$ cat config.mk
export PLATFORM = sky130hd
export DESIGN_NAME = stream_arb_mux_flat
export DESIGN_NICKNAME = d
export VERILOG_FILES = /design/src/rtl/stream_arb_mux_if.sv /design/src/rtl/stream_arb_mux.sv /design/src/flat_wrapper.sv
export SDC_FILE = /design/constraint.sdc
export NUM_CORES = 1
export LEC_CHECK = 0
export BUFFER_PORTS_ARGS = -buffer_cell sky130_fd_sc_hd__buf_4
export CORE_ASPECT_RATIO = 1.75
export CORE_UTILIZATION = 35
export CTS_BUF_LIST = sky130_fd_sc_hd__clkbuf_4 sky130_fd_sc_hd__clkbuf_8
export CTS_CLUSTER_SIZE = 24
export DETAILED_ROUTE_END_ITERATION = 10
export GPL_TIMING_DRIVEN = 0
export PLACE_DENSITY = 0.63
export SYNTH_ARGS = -nofsm -noshare
export SYNTH_HDL_FRONTEND = slang
export SYNTH_SLANG_ARGS = --single-unit
$ cat constraint.sdc
create_clock -name clk_i -period 3.2 [get_ports clk_i]
set_clock_uncertainty 0.2 [all_clocks]
set_input_delay 0.32 -clock clk_i [delete_from_list [all_inputs] [get_ports clk_i]]
set_output_delay 0.32 -clock clk_i [all_outputs]
set_load 0.02 [all_outputs]
$ cat src/rtl/stream_arb_mux_if.sv
// Handshake bundle for stream_arb_mux: N request channels in, one registered stream out.
// "master" is the arbiter's view; "slave" is the surrounding sources and sink.
interface stream_arb_mux_if #(
    parameter int DATA_WIDTH   = 8,
    parameter int INPUT_NUMBER = 8
);
    localparam int SEL_W = $clog2(INPUT_NUMBER);

    logic [SEL_W-1:0]        select_i;
    logic [DATA_WIDTH-1:0]   data_i [INPUT_NUMBER];
    logic [INPUT_NUMBER-1:0] valid_i;
    logic [INPUT_NUMBER-1:0] last_i;
    logic [INPUT_NUMBER-1:0] ready_o;
    logic [DATA_WIDTH-1:0]   data_o;
    logic                    valid_o;
    logic                    last_o;
    logic                    ready_i;
    logic [SEL_W-1:0]        grant_o;

    modport master (
        input  select_i, data_i, valid_i, last_i, ready_i,
        output ready_o, data_o, valid_o, last_o, grant_o
    );

    modport slave (
        output select_i, data_i, valid_i, last_i, ready_i,
        input  ready_o, data_o, valid_o, last_o, grant_o
    );
endinterface

$ cat src/rtl/stream_arb_mux.sv
// N-to-1 packet-locked stream arbiter with a registered output stage.
// Arbitration is round-robin (ARB_MODE=0) or by external select (ARB_MODE=1).
module stream_arb_mux #(
    parameter int DATA_WIDTH   = 8,
    parameter int INPUT_NUMBER = 8,
    parameter int ARB_MODE     = 0
) (
    input logic              clk_i,
    input logic              rst_i,
    stream_arb_mux_if.master bus
);
    localparam int SEL_W = $clog2(INPUT_NUMBER);

    typedef enum logic {IDLE, BUSY} state_t;

    state_t                  state;
    logic [SEL_W-1:0]        grant;
    logic [SEL_W-1:0]        rr_ptr;
    logic [SEL_W:0]          pick;
    logic [INPUT_NUMBER-1:0] ready;
    logic                    out_free;
    logic                    accept;
    logic [DATA_WIDTH-1:0]   data_p1;
    logic                    last_p1;
    logic                    vld_p1;

    // Result is {found, index}; the first requester after prev wins, wrapping.
    function automatic logic [SEL_W:0] rr_pick(input logic [INPUT_NUMBER-1:0] req,
                                               input logic [SEL_W-1:0]        prev);
        logic [SEL_W:0] res;
        int             idx;
        res = '0;
        for (int i = INPUT_NUMBER; i >= 1; i--) begin
            idx = (int'(prev) + i) % INPUT_NUMBER;
            if (req[idx]) res = {1'b1, SEL_W'(idx)};
        end
        return res;
    endfunction

    function automatic logic [SEL_W:0] sel_pick(input logic [INPUT_NUMBER-1:0] req,
                                                input logic [SEL_W-1:0]        sel);
        logic [SEL_W:0] res;
        res = '0;
        if ((int'(sel) < INPUT_NUMBER) && req[sel]) res = {1'b1, sel};
        return res;
    endfunction

    always_comb begin
        pick = (ARB_MODE == 1) ? sel_pick(bus.valid_i, bus.select_i)
                               : rr_pick(bus.valid_i, rr_ptr);
    end

    assign out_free = !vld_p1 || bus.ready_i;
    assign accept   = (state == BUSY) && bus.valid_i[grant] && out_free;

    always_comb begin
        ready = '0;
        if (state == BUSY && out_free) ready[grant] = 1'b1;
    end

    always_ff @(posedge clk_i) begin
        if (rst_i) begin
            state   <= IDLE;
            grant   <= '0;
            rr_ptr  <= SEL_W'(INPUT_NUMBER - 1);
            vld_p1  <= 1'b0;
            data_p1 <= '0;
            last_p1 <= 1'b0;
        end else begin
            case (state)
                IDLE: begin
                    if (pick[SEL_W]) begin
                        grant  <= pick[SEL_W-1:0];
                        rr_ptr <= pick[SEL_W-1:0];
                        state  <= BUSY;
                    end
                end
                BUSY: begin
                    if (accept && bus.last_i[grant]) state <= IDLE;
                end
                default: state <= IDLE;
            endcase

            // Stage p1: output register, loaded on accept, drained by the sink
            if (accept) begin
                data_p1 <= bus.data_i[grant];
                last_p1 <= bus.last_i[grant];
                vld_p1  <= 1'b1;
            end else if (vld_p1 && bus.ready_i) begin
                vld_p1  <= 1'b0;
            end
        end
    end

    assign bus.ready_o = ready;
    assign bus.data_o  = data_p1;
    assign bus.last_o  = last_p1;
    assign bus.valid_o = vld_p1;
    assign bus.grant_o = grant;
endmodule

$ cat src/flat_wrapper.sv
// flat-port wrapper written by rule: the top's interface ports become plain ports
module stream_arb_mux_flat 
#(
    parameter int DATA_WIDTH   = 8,
    parameter int INPUT_NUMBER = 8,
    parameter int ARB_MODE     = 0
)
  (clk_i, rst_i, bus_select_i, bus_data_i, bus_valid_i, bus_last_i, bus_ready_i, bus_ready_o, bus_data_o, bus_valid_o, bus_last_o, bus_grant_o);
  stream_arb_mux_if #(.DATA_WIDTH(DATA_WIDTH), .INPUT_NUMBER(INPUT_NUMBER)) bus_i ();
  input logic clk_i;
  input logic rst_i;
  input wire logic [$bits(bus_i.select_i)-1:0] bus_select_i;
  input wire logic [$bits(bus_i.data_i)-1:0] bus_data_i;
  input wire logic [$bits(bus_i.valid_i)-1:0] bus_valid_i;
  input wire logic [$bits(bus_i.last_i)-1:0] bus_last_i;
  input wire logic [$bits(bus_i.ready_i)-1:0] bus_ready_i;
  output wire logic [$bits(bus_i.ready_o)-1:0] bus_ready_o;
  output wire logic [$bits(bus_i.data_o)-1:0] bus_data_o;
  output wire logic [$bits(bus_i.valid_o)-1:0] bus_valid_o;
  output wire logic [$bits(bus_i.last_o)-1:0] bus_last_o;
  output wire logic [$bits(bus_i.grant_o)-1:0] bus_grant_o;
  assign bus_i.select_i = bus_select_i;
  assign bus_i.data_i = {>>{bus_data_i}};
  assign bus_i.valid_i = bus_valid_i;
  assign bus_i.last_i = bus_last_i;
  assign bus_i.ready_i = bus_ready_i;
  assign bus_ready_o = bus_i.ready_o;
  assign bus_data_o = bus_i.data_o;
  assign bus_valid_o = bus_i.valid_o;
  assign bus_last_o = bus_i.last_o;
  assign bus_grant_o = bus_i.grant_o;
  stream_arb_mux #(.DATA_WIDTH(DATA_WIDTH), .INPUT_NUMBER(INPUT_NUMBER), .ARB_MODE(ARB_MODE)) u_core (.clk_i(clk_i), .rst_i(rst_i), .bus(bus_i));
endmodule
==> results of run 1 <==
routing by layer:
metal	vias up	share of wire (%)
met1	1142	32
met3	16	4.4
met5	-	0
li1	1101	-
met4	0	3.3
met2	90	60
power breakdown:
group	internal, mW	total, mW	leakage, nW	switching, mW
combinational	1.03	2.15	1.12	1.12
sequential	0.278	0.324	0.141	0.0455
clock	0.0969	0.174	0.0262	0.0773
final timing paths:
kind | start | slack [ps] | to
worst max-delay path | u_core.rr_ptr[0] | 100 | u_core.bus.grant_o[0]
worst min-delay path | bus_ready_i | 150 | u_core.bus.valid_o
worst max register to register | u_core.rr_ptr[0] | 100 | u_core.bus.grant_o[0]
worst min register to register | u_core.bus.valid_o | 300 | u_core.bus.valid_o
what timing repair did:
item	CTS	global route
resized for setup	11	6
buffers inserted	1	2
hold endpoints to repair	0	0
pin swaps	0	1
endpoints found under the setup margin	5	3
hold buffers	0	0
cells in the final DEF (no fill, tap or decap), drive strengths merged, types with 2 or more instances in the layout:
master / netlist / routed
a211o: 2 / 2
a211oi: 13 / 13
a21oi: 14 / 14
a31oi: 2 / 2
and2: 5 / 5
and3: 2 / 2
buf: 14 / 118
clkbuf: 5 / 9
dfxtp: 17 / 17
ha: 2 / 2
inv: 6 / 5
mux2: 5 / 5
mux2i: 18 / 18
mux4: 28 / 28
nand2: 11 / 11
nand2b: 6 / 6
nand3: 2 / 2
nor2: 23 / 23
nor2b: 3 / 3
nor3: 5 / 5
o211ai: 3 / 3
o21a: 2 / 2
o21ai: 9 / 9
o22ai: 2 / 2
xnor2: 3 / 3
cell type report:
cell class | count | area (µm²) | share of cell area [%]
inverter | 6 | 26.3 | 0.826
buffer | 18 | 105 | 3.30
timing repair buffer | 105 | 788 | 24.8
clock buffer | 4 | 48.8 | 1.53
multi-input combinational | 182 | 1770 | 55.7
tap | 78 | 97.6 | 3.07
sequential | 17 | 344 | 10.8
worst max-delay path, delay by kind of cell (launching register included):
| family | cells | cell delay [ps] |
|---|---|---|
| AOI/OAI and AO/OA | 1 | 270 |
| and+or+nand+nor | 2 | 280 |
| buffers and inverters | 4 | 600 |
| adders and majority gates | 1 | 310 |
| DFF | 1 | 380 |
| muxes | 2 | 970 |
logic make-up after synthesis:
group,synth area share (%)
AO/OA/AOI/OAI,19.7
XOR/XNOR,1.61
adder cells (fa/ha/maj),1.15
buffers and inverters,5.23
flip-flops,15.6
multiplexers,41.7
AND/OR/NAND/NOR,15.0
sequential cells by signal, summed over array words and instances, names as in the netlist:
name	flops
u_core.bus.data_o	8
u_core.bus.grant_o	3
u_core.rr_ptr	3
u_core.bus.last_o	1
u_core.bus.valid_o	1
u_core.state	1
==> flow_metrics.tcl, run 1 <==
set metrics [dict create \
    viasPerCell 5.73 \
    core-area_um2 5930 \
    die_x_um 61.6 \
    total_power_mw 2.65 \
    yosysTopAreaCellShare_pct 29.0 \
    grt_use_met3_pct 2.55 \
    worst_pin_slew_ps 720 \
    diodes 0 \
    utilization_pct 53.7 \
    grt_start_max_net_pins 11 \
    p_leak_nw 1.29 \
    drtIter0Drc 69 \
    synth_ff_type "dfxtp_1" \
    clkLatencyLatePin_ps 250 \
    cts-buffers-inserted 3 \
    synth-async-reset-ratio_pct 0 \
    wirelength_um 7140 \
    critical_path_arrival_ps 3070 \
    synth_cells 224 \
    die-height_um 106 \
    n_fill_cell 590 \
    fin_cells 410 \
    critPathKind "register to register" \
    yosysTopAreaCell "mux4_2" \
    placedCellCount 404 \
    worstPathMaxFanout 10 \
    hold_class "input pin to register" \
    drive_gt1_share_pct 50.3 \
    antenna_found_initial 0 \
    end_kind "register" \
    ys_warn_count 0 \
    hold-worst-slack_ps 154 \
    syn_to_final_growth_pct 46.2 \
    io_pins 107 \
    timing.fmax_ghz 0.322 \
    met2_usage_pct 44.2 \
    finalMaxSlewViolations 0 \
    reg2reg_depth 10 \
    finalHoldViolCount 0 \
    grt_usage_pct 22.8 \
    fin_area_um2 3180 \
    synthTopCellsByCount "mux4_2 (28), nor2_1 (23), dfxtp_1 (17)" \
    tritoncts "built" \
    cts_root_buf "clkbuf_8" \
    drt_first_pass_iters 4 \
    start_util_pct 36.7 \
    synth_top_cells_by_area "mux4_2 (29%), dfxtp_1 (16%), mux2i_1 (6.9%)" \
    port_buffers 102 \
    drv_cap 0 \
    max-vdd-ir-drop_mv 0.357 \
    critPathMaxStageDelay_ps 590 \
    synth-edff-count 0 \
    final_antenna_net_count 0 \
    grtUsageMet1_pct 22.2 \
    clock_sinks 17 \
    cts_buffer_depth 2 \
    gp_routability_congestion 0.969 \
    pre_cts_ws_ps -365 \
    ys_ff_latch 17 \
    cp_cell_sequence "buf_8 > buf_6 > clkinvlp_4 > ha_4 > buf_6 > mux4_2 > mux2_2 > nor2_1 > nand3_1 > a311oi_2" \
    post-route-period-util_pct 96.9 \
    grt_pass1_wl_um 11300 \
    dieArea_um2 6550 \
    drc 0 \
    ys_seq_area_share_pct 15.6 \
    slew_headroom_pct 52.0 \
    path_common_cell "buf_6" \
    rows 37 \
    dp_hpwl_um 5920 \
    synth_nets 312 \
    top_usage_layer "met2" \
    cp-start-kind "register" \
    grt_overflow_total 0 \
    timing.setup.tns_ps 0 \
    grt_pass1_vias 2465 \
    yosysMostFrequentCell "mux4_2" \
    outcome "completed" \
    cts.clk_slew.worst_paths_ps 70 \
    p_per_area_nw_per_um2 832 \
    period_minus_slack_ps 3100 \
    crit_slowest_cell "mux4_2" \
    wire_per_inst_um 17.4 \
    vias 2349 \
    setup_viol 0 \
    nets 421 \
    setup_ws_ps 98.7 \
    critical_path_required_ps 3170 \
    htree_levels 1 \
    syn-cell-area_um2 2180 \
    placed_cell_area_um2 3040 \
    synth_area_per_cell_um2 9.71 \
    synth_cell_types 54 \
    worst_hold_path.num_cells 3 \
]
Power figures use the tool's default switching activity.
==> run 2, diff against run 1 <==
--- a/config.mk
+++ b/config.mk
@@ -7,12 +7,14 @@
 export LEC_CHECK = 0
 export BUFFER_PORTS_ARGS = -buffer_cell sky130_fd_sc_hd__buf_4
 export CORE_ASPECT_RATIO = 1.75
+export CORE_MARGIN = 5
 export CORE_UTILIZATION = 35
 export CTS_BUF_LIST = sky130_fd_sc_hd__clkbuf_4 sky130_fd_sc_hd__clkbuf_8
 export CTS_CLUSTER_SIZE = 24
 export DETAILED_ROUTE_END_ITERATION = 10
 export GPL_TIMING_DRIVEN = 0
 export PLACE_DENSITY = 0.63
+export SETUP_SLACK_MARGIN = 0.2
 export SYNTH_ARGS = -nofsm -noshare
 export SYNTH_HDL_FRONTEND = slang
 export SYNTH_SLANG_ARGS = --single-unit
==> constraint.sdc (replaced) <==
create_clock -name clk_i -period 2.5 [get_ports clk_i]
set_clock_uncertainty 0.2 [all_clocks]
set_input_delay 0.25 -clock clk_i [delete_from_list [all_inputs] [get_ports clk_i]]
set_output_delay 0.25 -clock clk_i [all_outputs]
set_load 0.02 [all_outputs]
==> run 2 against run 1 <==
Effect of this change:
- utilization up 2.4 points
- clock-buffer cell count is the same
- setup slack got worse by 400 ps
- the flow now finishes with violations (setup timing)
- cell count up 4.6%
==> flow_metrics.tcl, run 2 (synthesis results as in run 1) <==
set metrics [dict create \
    grt_pass1_vias 2619 \
    setup_ws_ps -299 \
    violations "setup timing" \
    p_seq_share_pct 10.7 \
    slew_headroom_pct 61.1 \
    port_buffers 102 \
    grt_start_max_net_pins 11 \
    clkPwrFrac_pct 5.4 \
    mostFrequentLayoutCells "buf_4 (119), mux4_2 (28), nor2_1 (21)" \
    clock_sinks 17 \
    end_kind "register" \
    io_pins 107 \
    p_leak_nw 1.41 \
    critical_path_arrival_ps 2710 \
    period_minus_slack_ps 2800 \
    grt_overflow_total 0 \
    final_common_cell "buf_4" \
    cp_cell_sequence "buf_6 > buf_8 > inv_8 > ha_4 > buf_8 > mux4_2 > mux2_4 > o21ba_4 > or3b_4 > o211ai_2 > o32ai_2" \
    power_frac_comb_pct 84.0 \
    vias 2441 \
    tritoncts "built" \
    drive_gt1_share_pct 57.0 \
    finalMaxSlewViolations 0 \
    syn_to_final_growth_pct 58.3 \
    drv_cap 0 \
    utilization_pct 56.1 \
    final_antenna_net_count 0 \
    total_power_mw 3.93 \
    rows 38 \
    rsz0062_at_grt "yes" \
    cts-buffers-inserted 3 \
    dp_hpwl_um 6280 \
    cts.clk_slew.worst_paths_ps 60 \
    hold-worst-slack_ps 86.0 \
    critPathMaxStageDelay_ps 370 \
    internal_power_mw 2.15 \
    grt_usage_pct 19.4 \
    worstPathMaxFanout 6 \
    cts_root_buf "clkbuf_8" \
    path_common_cell "buf_8" \
    drt_first_pass_iters 4 \
    p_sw_share_pct 45.4 \
    pre_cts_ws_ps -641 \
    top_layer "met4" \
    cp-start-kind "register" \
    antenna_found_initial 0 \
    route.met2.wl_um 4820 \
    drc 0 \
    crit_slowest_cell "or3b_4" \
    timing.setup.tns_ps -1140 \
    wirelength_um 8050 \
    wire_per_inst_um 18.8 \
    viasPerCell 5.69 \
    clkLatencyLatePin_ps 250 \
    diodes 0 \
    core-area_um2 6130 \
    nets 438 \
    outcome "finished with violations" \
    drtIter0Drc 134 \
    crit_family "multiplexers" \
    start_util_pct 35.5 \
    die-height_um 114 \
    max-vdd-ir-drop_mv 0.428 \
    wl_met3_um 484 \
    dieArea_um2 7960 \
    timing.fmax_ghz 0.357 \
    p_per_area_nw_per_um2 1140 \
    p_sw_mw 1.78 \
    critical_path_required_ps 2410 \
    finalHoldViolCount 0 \
    critPathKind "register to register" \
    path_buf_inv 4 \
    grt_pass1_wl_um 12400 \
    post-route-period-util_pct 112 \
    worst_pin_slew_ps 583 \
    largest_reg_flops 8 \
    hold_class "input pin to register" \
    setup_viol 6 \
    wirelength_met1_um 2370 \
    cts_buffer_depth 2 \
    htree_levels 1 \
    die_x_um 69.6 \
    gp_routability_congestion 0.886 \
]
-- run 2: cell count changes in the layout (fill, tap and decap cells not counted), sizes merged --
cell	delta
clkbuf	-1
clkinvlp	-1
buf	+18
inv	+1
-- run 2: final cells by class --
cell class                 count  area, µm²
tap                           80        100
timing repair buffer         121        928
multi-input combinational    182       1830
inverter                       6       35.0
sequential                    17        349
buffer                        19        150
fill                         546       2690
clock buffer                   4       48.8
-- run 2: per-layer routing --
layer  vias up  GRT usage (%)
li1       1138              -
met1      1157           16.7
met2       115           40.9
met3        31           2.81
met4         0           10.0
met5         -              0
-- run 2: through the flow --
step	area, µm²	instances
2_1_floorplan	2230	224
3_3_place_gp	3090	406
3_5_place_dp	3090	406
4_1_cts	3330	422
5_1_grt	3440	429
6_report	3440	429
-- run 2: worst paths after layout --
path | startpoint | to | slack (ps) | depth (start not counted)
setup / recovery | u_core.rr_ptr[1] | u_core.bus.grant_o[1] | -300 | 11
hold / removal | bus_ready_i | u_core.bus.valid_o | 90 | 3
setup reg to reg | u_core.rr_ptr[1] | u_core.bus.grant_o[1] | -300 | 11
hold reg to reg | u_core.bus.valid_o | u_core.bus.valid_o | 290 | 2
-- run 2: worst reg2reg max path, delay by kind of cell (launching register included) --
| family | cells | cell delay (ps) |
|---|---|---|
| flops | 1 | 350 |
| buf+inv | 4 | 370 |
| compound gates | 3 | 400 |
| fa+ha+maj | 1 | 270 |
| mux | 2 | 700 |
| simple gates | 1 | 370 |
-- run 2: repair_timing --
action                                 4_1_cts  5_1_grt
endpoints found under the hold margin        0        0
setup endpoints to repair                   24       16
setup buffers                               12        7
hold buffers                                 0        0
pin swaps                                    7        2
gates resized for setup                     27       13
-- run 2: power by group through the flow --
stage               clock [mW]  combinational (mW)  sequential, mW
CTS                      0.215                3.02           0.417
global route             0.225                3.53           0.428
detailed placement           0                2.67           0.426
floorplan                    0                1.97           0.480
finish                   0.211                3.30           0.419
global placement             0                2.65           0.424
==> run 3, diff against run 2 <==
--- a/config.mk
+++ b/config.mk
@@ -6,14 +6,16 @@
 export NUM_CORES = 1
 export LEC_CHECK = 0
 export BUFFER_PORTS_ARGS = -buffer_cell sky130_fd_sc_hd__buf_4
+export CELL_PAD_IN_SITES_DETAIL_PLACEMENT = 0
+export CELL_PAD_IN_SITES_GLOBAL_PLACEMENT = 1
 export CORE_ASPECT_RATIO = 1.75
-export CORE_MARGIN = 5
-export CORE_UTILIZATION = 35
+export CORE_MARGIN = 8
+export CORE_UTILIZATION = 31
 export CTS_BUF_LIST = sky130_fd_sc_hd__clkbuf_4 sky130_fd_sc_hd__clkbuf_8
 export CTS_CLUSTER_SIZE = 24
 export DETAILED_ROUTE_END_ITERATION = 10
 export GPL_TIMING_DRIVEN = 0
-export PLACE_DENSITY = 0.63
+export PLACE_DENSITY = 0.75
 export SETUP_SLACK_MARGIN = 0.2
 export SYNTH_ARGS = -nofsm -noshare
 export SYNTH_HDL_FRONTEND = slang
==> run 3 against run 2 <==
Effect of this change:
- the run still ends with setup timing left
- critical path depth stayed put
- clock power is 4% lower
- design area is 0.62% higher
- setup slack hardly changed
- non-clock buffer count is 3 higher
- first-iteration DRC count is 64% lower
- combinational power is 1% higher
- hold slack worse by 2.0 ps
- sequential share of layout area is 0.13 points lower
- critical path type unchanged
==> flow_metrics.tcl, run 3 (synthesis results as in run 1) <==
set metrics [dict create \
    cts-buffers-inserted 3 \
    critical_path_required_ps 2410 \
    clock_sinks 17 \
    critPathKind "register to register" \
    final_common_cell "buf_4" \
    worstPathMaxFanout 5 \
    finalHoldViolCount 0 \
    worst_pin_slew_ps 551 \
    finalMaxSlewViolations 0 \
    port_buffers 102 \
    nets 441 \
    slew_headroom_pct 63.3 \
    grt_start_max_net_pins 11 \
    timing.setup.tns_ps -1380 \
    vias 2436 \
    start_util_pct 31.7 \
    diodes 0 \
    p_sw_share_pct 45.5 \
    cts_root_buf "clkbuf_8" \
    rsz0062_at_grt "yes" \
    violations "setup timing" \
    clkLatencyLatePin_ps 250 \
    setup_viol 7 \
    outcome "finished with violations" \
    tritoncts "built" \
    antenna_found_initial 0 \
    largest_reg_flops 8 \
    fin_area_um2 3460 \
    drv_cap 0 \
    clkPwrFrac_pct 5.1 \
    cts.clk_slew.worst_paths_ps 70 \
    pre_cts_ws_ps -612 \
    cp-start-kind "register" \
    placedCellCount 410 \
    setup_ws_ps -299 \
    viasPerCell 5.59 \
    power_frac_comb_pct 84.3 \
    syn_to_final_growth_pct 59.2 \
    placed_cell_area_um2 3100 \
    critical_path_arrival_ps 2710 \
    grt_overflow_total 0 \
    seqCellArea_um2 347 \
    htree_levels 1 \
    hold_class "input pin to register" \
    period_minus_slack_ps 2800 \
    wirelength_um 8590 \
    r2r_slack_ps -300 \
    grt_pass1_wl_um 13900 \
    n_fill_cell 654 \
    drtIter0Drc 48 \
    drt_first_pass_iters 4 \
    io_pins 107 \
    gp_routability_congestion 0.844 \
    core-area_um2 6860 \
    drive_gt1_share_pct 58.0 \
    final_antenna_net_count 0 \
    dieArea_um2 10100 \
    dp_hpwl_um 6920 \
    mostFrequentLayoutCells "buf_4 (123), mux4_2 (28), nor2_1 (22)" \
    grt_pass1_vias 2851 \
    p_seq_share_pct 10.6 \
    drc 0 \
    post-route-period-util_pct 112 \
    cts_buffer_depth 2 \
    fin_cells 436 \
    die-height_um 127 \
    end_kind "register" \
    internal_power_mw 2.16 \
    p_leak_nw 1.43 \
    p_per_area_nw_per_um2 1150 \
    multi_input_area_um2 1840 \
    timing.fmax_ghz 0.357 \
    grt_usage_pct 17.5 \
    p_sw_mw 1.81 \
    die_x_um 79.3 \
    rows 40 \
    max-vdd-ir-drop_mv 0.543 \
    wire_per_inst_um 19.7 \
]
## run 3: area by class of cell
class | count | share of cell area (%)
multi-input combinational | 182 | 53.1
timing repair buffer | 124 | 27.2
sequential | 17 | 10.0
buffer | 19 | 4.26
tap | 84 | 3.03
clock buffer | 3 | 1.19
inverter | 6 | 1.08
clock inverter | 1 | 0.144
## run 3: worst paths after layout
path | from | end | depth (start not counted)
setup / recovery | u_core.rr_ptr[1] | u_core.bus.grant_o[1] | 11
hold / removal | bus_ready_i | u_core.bus.valid_o | 3
setup reg to reg | u_core.rr_ptr[1] | u_core.bus.grant_o[1] | 11
hold reg to reg | u_core.bus.valid_o | u_core.bus.valid_o | 2
## run 3: worst max-delay path: stages (launching register included)
cell and delay, ps:
dfxtp_2 350, buf_6 110, buf_8 120, inv_8 30, ha_4 270, buf_8 110, mux4_2 360, mux2_4 330
o21ba_4 230, or3b_4 370, o211ai_2 70, o32ai_2 100
## run 3: power by group through the flow
| stage | Clock, mW | Combinational (mW) | Sequential (mW) |
|---|---|---|---|
| 6_report | 0.203 | 3.34 | 0.421 |
| 5_1_grt | 0.219 | 3.61 | 0.433 |
| 4_1_cts | 0.206 | 3.13 | 0.423 |
| 3_5_place_dp | 0 | 2.69 | 0.428 |
| 3_3_place_gp | 0 | 2.66 | 0.425 |
| 2_1_floorplan | 0 | 1.97 | 0.480 |
## run 3: what timing repair did
action | in CTS | in global routing
hold buffers | 0 | 0
endpoints found under the setup margin | 24 | 17
setup buffers | 19 | 3
pin swaps | 6 | 1
resized for setup | 29 | 10
## run 3: per-layer routing
metal,up-vias,part of all wire (%),GRT usage [%]
li1,1136,-,-
met1,1159,32,15.1
met2,119,53,32.2
met3,22,9.2,7.07
met4,0,5.5,10.1
met5,-,0,0
## run 3: metrics by stage
stage | total power [mW] | utilization (%) | hold WS [ps]
5_1_grt | 4.27 | 50.5 | 95.8
3_3_place_gp | 3.09 | 45.2 | 277
3_5_place_dp | 3.12 | 45.2 | 296
2_1_floorplan | 2.45 | - | 244
4_1_cts | 3.76 | 49.4 | 85.2
6_report | 3.97 | 50.5 | 84.0
